==> src/rtl/gfx256_pkg.sv <==
// Shared types for the gfx256 read path: arbiter FSM states and index helpers.
package gfx256_pkg;

  typedef enum logic [1:0] {ARB_IDLE, ARB_BUSY, ARB_RELEASE} arb_state_e;

  localparam logic [1:0] ARB_NONE = 2'd3;

  // Successor of a requester index, wrapping 2 -> 0.
  function automatic logic [1:0] arb_next(input logic [1:0] idx);
    return (idx >= 2'd2) ? 2'd0 : idx + 2'd1;
  endfunction

endpackage

==> src/rtl/gfx256_rr_pick.sv <==
// Combinational 3-way priority pick starting at a pointer; pointer 0 gives
// plain fixed priority with requester 0 highest.
module gfx256_rr_pick
  import gfx256_pkg::*;
(
  input  logic [2:0] i_req,
  input  logic [1:0] i_ptr,
  output logic       o_valid,
  output logic [1:0] o_idx
);

  logic [1:0] w_c0;
  logic [1:0] w_c1;
  logic [1:0] w_c2;

  assign w_c0 = (i_ptr == ARB_NONE) ? 2'd0 : i_ptr;
  assign w_c1 = arb_next(w_c0);
  assign w_c2 = arb_next(w_c1);

  always_comb begin
    o_valid = 1'b0;
    o_idx   = ARB_NONE;
    if (i_req[w_c0]) begin
      o_valid = 1'b1;
      o_idx   = w_c0;
    end else if (i_req[w_c1]) begin
      o_valid = 1'b1;
      o_idx   = w_c1;
    end else if (i_req[w_c2]) begin
      o_valid = 1'b1;
      o_idx   = w_c2;
    end
  end

endmodule

==> src/rtl/gfx256_read_arbiter.sv <==
// Shares the 256-bit wishbone read master among clip, fragment and blender
// requesters; one grant at a time, held until ack or watchdog expiry.
module gfx256_read_arbiter
  import gfx256_pkg::*;
#(
  parameter int NREQ    = 3,
  parameter int RR      = 1,
  parameter int TIMEOUT = 1023
) (
  input  logic                   clk_i,
  input  logic                   rst_i,
  input  logic [NREQ-1:0]        req_i,
  input  logic [NREQ-1:0][31:0]  addr_i,
  input  logic [NREQ-1:0][31:0]  sel_i,
  output logic [NREQ-1:0]        ack_o,
  output logic [NREQ-1:0]        busy_o,
  output logic [255:0]           data_o,
  output logic                   m_request_o,
  output logic [31:0]            m_addr_o,
  output logic [31:0]            m_sel_o,
  input  logic [255:0]           m_data_i,
  input  logic                   m_ack_i,
  input  logic                   m_busy_i,
  output logic [1:0]             grant_o,
  output logic                   timeout_o
);

  localparam int WD_W = $clog2(TIMEOUT);
  localparam logic [WD_W-1:0] WD_LAST = WD_W'(TIMEOUT - 1);

  arb_state_e      r_state;
  arb_state_e      w_state_next;
  logic [1:0]      r_grant;
  logic [1:0]      r_ptr;
  logic [31:0]     r_addr;
  logic [31:0]     r_sel;
  logic [WD_W-1:0] r_wdog;
  logic            r_timeout;

  logic            w_valid;
  logic [1:0]      w_idx;
  logic [1:0]      w_ptr;
  logic            w_take;
  logic            w_expire;
  logic            w_done;
  logic            w_fire;

  assign w_ptr = (RR != 0) ? r_ptr : 2'd0;

  gfx256_rr_pick u_pick (
    .i_req   (req_i),
    .i_ptr   (w_ptr),
    .o_valid (w_valid),
    .o_idx   (w_idx)
  );

  assign w_expire = (r_state == ARB_BUSY) && (r_wdog == WD_LAST);
  assign w_fire   = !rst_i && (r_state == ARB_BUSY) && (m_ack_i || w_expire);

  always_comb begin
    w_state_next = r_state;
    w_take       = 1'b0;
    w_done       = 1'b0;
    case (r_state)
      ARB_IDLE: begin
        if (w_valid && !m_busy_i) begin
          w_take       = 1'b1;
          w_state_next = ARB_BUSY;
        end
      end
      ARB_BUSY: begin
        if (m_ack_i || w_expire) begin
          w_done       = 1'b1;
          w_state_next = ARB_RELEASE;
        end
      end
      ARB_RELEASE: w_state_next = ARB_IDLE;
      default:     w_state_next = ARB_IDLE;
    endcase
  end

  always_ff @(posedge clk_i) begin
    if (rst_i) begin
      r_state   <= ARB_IDLE;
      r_grant   <= ARB_NONE;
      r_ptr     <= 2'd0;
      r_addr    <= 32'd0;
      r_sel     <= 32'hFFFF_FFFF;
      r_wdog    <= '0;
      r_timeout <= 1'b0;
    end else begin
      r_state <= w_state_next;
      if (w_take) begin
        r_grant <= w_idx;
        r_addr  <= addr_i[w_idx];
        r_sel   <= sel_i[w_idx];
        r_wdog  <= '0;
      end else if (r_state == ARB_BUSY && !w_done) begin
        r_wdog <= r_wdog + WD_W'(1);
      end
      // Expiry without an ack is what marks the sticky watchdog flag.
      if (w_done) begin
        r_ptr <= arb_next(r_grant);
        if (!m_ack_i) r_timeout <= 1'b1;
      end
      if (r_state == ARB_RELEASE) r_grant <= ARB_NONE;
    end
  end

  genvar gi;
  generate
    for (gi = 0; gi < NREQ; gi++) begin : g_port
      assign ack_o[gi]  = w_fire && (r_grant == 2'(gi));
      assign busy_o[gi] = ((r_state != ARB_IDLE) && (r_grant != 2'(gi))) || m_busy_i;
    end
  endgenerate

  assign data_o      = m_data_i;
  assign m_request_o = !rst_i && (r_state == ARB_BUSY);
  assign m_addr_o    = r_addr;
  assign m_sel_o     = r_sel;
  assign grant_o     = r_grant;
  assign timeout_o   = r_timeout;

endmodule

==> config.mk <==
export PLATFORM = sky130hd
export DESIGN_NAME = gfx256_read_arbiter
export DESIGN_NICKNAME = d
export VERILOG_FILES = /design/src/rtl/gfx256_pkg.sv /design/src/rtl/gfx256_rr_pick.sv /design/src/rtl/gfx256_read_arbiter.sv
export SDC_FILE = /design/constraint.sdc
export NUM_CORES = 1
export LEC_CHECK = 0
export CELL_PAD_IN_SITES_DETAIL_PLACEMENT = 0
export CELL_PAD_IN_SITES_GLOBAL_PLACEMENT = 1
export CORE_AREA = 2 2 306 308
export CTS_CLUSTER_SIZE = 16
export DETAILED_ROUTE_END_ITERATION = 8
export DIE_AREA = 0 0 308 310
export PLACE_DENSITY = 0.52
export SYNTH_ARGS = -nofsm -noshare
export SYNTH_HDL_FRONTEND = slang
export SYNTH_SLANG_ARGS = --single-unit
==> constraint.sdc <==
create_clock -name clk_i -period 7.2 [get_ports clk_i]
set_input_delay 1.08 -clock clk_i [delete_from_list [all_inputs] [get_ports clk_i]]
set_output_delay 1.08 -clock clk_i [all_outputs]
set_load 0.02 [all_outputs]
==> metrics <==
Setup Viol. Count Final=0; I/O pin count=just under 800; post-synthesis sequential area ratio=between 20% and 30%; initial antenna violation count=5; Via Count=5263; number of flops mapped to enable cells by yosys=0; leakage=roughly 2.7 nW; Critical R2R Launch=r_ptr[0]; most frequent cells in the layout=clkdlybuf4s50_1 (272), dfxtp_1 (81), o21ai_0 (67); H-tree depth=3; Final Hold Fails=0; worst path bufs/invs=3; Critical R2R Capture=m_sel_o[28]; Longest Clk Path Bufs=2; CTS tree=done; die width=about 310 um; Area Overhead vs Synth=41.7%; hold path cells=2; DRT iter0 DRCs=234; row cnt=112; final worst-path cycle share=a little under three fifths; core area=between 90000 and 100000 sq um; Post-synth ARST share=0%; CTS root buf=clkbuf_16; critical path required time=6.12 ns; gpl congestion=about 0.7; Max Cap Viol=0; Slew HR=approximately 28%; Slew Viols, Final=0; GRT Resource Usage Total=under 10%; Detailed Routing Iterations Pass 1=4; cts bufs inserted=9; WHS Endpoint=timeout_o; setup bufs post-CTS=0; die area=roughly 95000 sq um; clk sinks=slightly above 80; CP startpoint kind=input port; post-route design area=between 8000 and 9000 sq um; worst skew pair latency=approximately 0.4 ns; fmax=about 0.25 GHz; WS Path Type=input port to output port; first-pass GRT wire length=38800 um; Net count, final=roughly 1200; Syn Std Cell Area=just over 6000 sq um; syn_nets=1181; Die Span Y=310 um; Pwr Density=around 170 nW/um^2; ANT nets after route=0; slew of the pin with the lowest slew margin=about 1.1 ns; PortBufs=272; vias in the first global route=around 5600; CP max FO=38; Worst Setup Slack, final=3.15 ns; grt total ovfl=0; worst reg-to-reg path cell count=9; dpl hpwl=around 23000 um; clock slew at reported path FFs=0.07 ns; PnR Total Power=about 1.4 mW; Main synth FF type=dfxtp_1; status=finished clean; DRT Wirelength=around 29000 um; residual DRC count=0; slowest CP cell=clkdlybuf4s50_1; setup TNS=0 ns; Final Core Density=under 10%; Routed WL per cell=about 15 um; layout cells sized above 1=under 10%; fin cells=1921; hold buffers post-CTS=0; Hold WC Path Type=register to register; worst path cell trace=clkdlybuf4s50_1 > buf_4 > nor2_1 > o21a_1 > and2_1 > clkdlybuf4s50_1; max incr delay on CP=roughly 0.54 ns; Syn Area/Cell=around 8.4 sq um; via/cell ratio=~2.7; hold path startpoint=timeout_o; Hold Slack=0.476 ns; commonest non-fill, non-tap cell in the layout=clkdlybuf4s50_1; Layout Skew=0.00858 ns; placement-stage worst setup slack=approximately 2.9 ns; RSZ-0062 raised after global routing=false; peak supply drop=116 uV; Post-DP Area=between 8000 and 9000 sq um; post_cts resized=0; Placed Cells=1903; area of the multi-input gates=2320 sq um; flop2flop setup slack=3.74 ns; fillcell total=10700; Crit path top cell by count=clkdlybuf4s50_1; shortest period the worst path allows=4.05 ns; largest net degree at the start of global routing=39; Mapped Cells=between 700 and 800; Yosys reg bits=81; unique cell type count in the Yosys netlist=44; Ys Warns=0; starting density of the core=6.55%; kind of end point of the critical path=output port; Sequential cell area=between 1500 and 2000 sq um; CP arrival=2.97 ns; CP top delay family=buffers and inverters
## cell families (layout without fill, tap and decap cells)
family	Yosys count	after routing	synth area share, %
adder cells (fa/ha/maj)	6	6	1.24
XOR/XNOR	9	9	1.30
multiplexers	34	34	5.62
flip-flops	81	81	26.8
AO/OA/AOI/OAI	190	190	21.7
other	0	2	0
buffers and inverters	304	306	35.4
AND/OR/NAND/NOR	96	96	7.97
## registers in the layout, indices dropped and copies added (netlist names)
register / cells
r_ptr: 2
m_sel_o: 32
timeout_o: 1
r_state: 2
grant_o: 2
r_wdog: 10
m_addr_o: 32
## power breakdown
group | switching [mW] | internal (mW)
combinational | 0.184 | 0.208
clock | 0.245 | 0.283
sequential | 0.0248 | 0.484
total | 0.454 | 0.975
## tightest hold or removal path, stage by stage (launching register included)
cell and delay [ns]:
dfxtp_1 0.33, a21oi_1 0.04, nor2_1 0.07
## worst max path at each step
stage | startpoint | end | slack, ns | depth (start not counted)
2_1_floorplan | rst_i | ack_o[0] | 4.07 | 4
3_3_place_gp | req_i[1] | m_sel_o[5] | 2.94 | 8
3_5_place_dp | req_i[1] | m_sel_o[25] | 2.94 | 8
4_1_cts | rst_i | ack_o[0] | 3.14 | 6
5_1_grt | rst_i | ack_o[0] | 3.06 | 6
6_report | rst_i | ack_o[0] | 3.15 | 6
## routing by layer
layer / share of wire (%) / track usage (%) / vias up
met3: 11 / 2.85 / 157
li1: - / - / 2297
met2: 46 / 9.71 / 384
met5: 0.093 / 0 / -
met1: 35 / 5.52 / 2421
met4: 8.2 / 5.68 / 4
## layout make-up
cell class	instances	area share, %
clock buffer	10	2.78
timing repair buffer	282	32.6
sequential	81	18.9
inverter	8	0.350
tap	1197	17.4
multi-input combinational	335	27.0
antenna	2	0.0583
clock inverter	6	0.860
## cells in the mapped netlist (2+ instances only)
cell | instances | area share (%)
nand3_1 | 34 | 2.8
xor2_1 | 4 | 0.58
buf_4 | 258 | 32
nand2_1 | 9 | 0.56
ha_1 | 6 | 1.2
nand4_1 | 7 | 0.72
a21oi_1 | 37 | 3.1
dfxtp_1 | 81 | 27
o21ai_0 | 68 | 5.6
clkbuf_1 | 25 | 1.5
inv_1 | 8 | 0.50
a31o_2 | 2 | 0.29
buf_2 | 10 | 0.83
o21bai_1 | 4 | 0.50
o21a_1 | 3 | 0.37
buf_6 | 3 | 0.56
nor3_1 | 6 | 0.50
nor2b_1 | 3 | 0.31
a221oi_1 | 32 | 4.6
mux2i_1 | 34 | 5.6
nand2b_1 | 2 | 0.21
a221o_1 | 32 | 5.3
nor2_1 | 23 | 1.4
xnor2_1 | 5 | 0.72
and2_1 | 5 | 0.52
(Power assumes the default switching activity.)
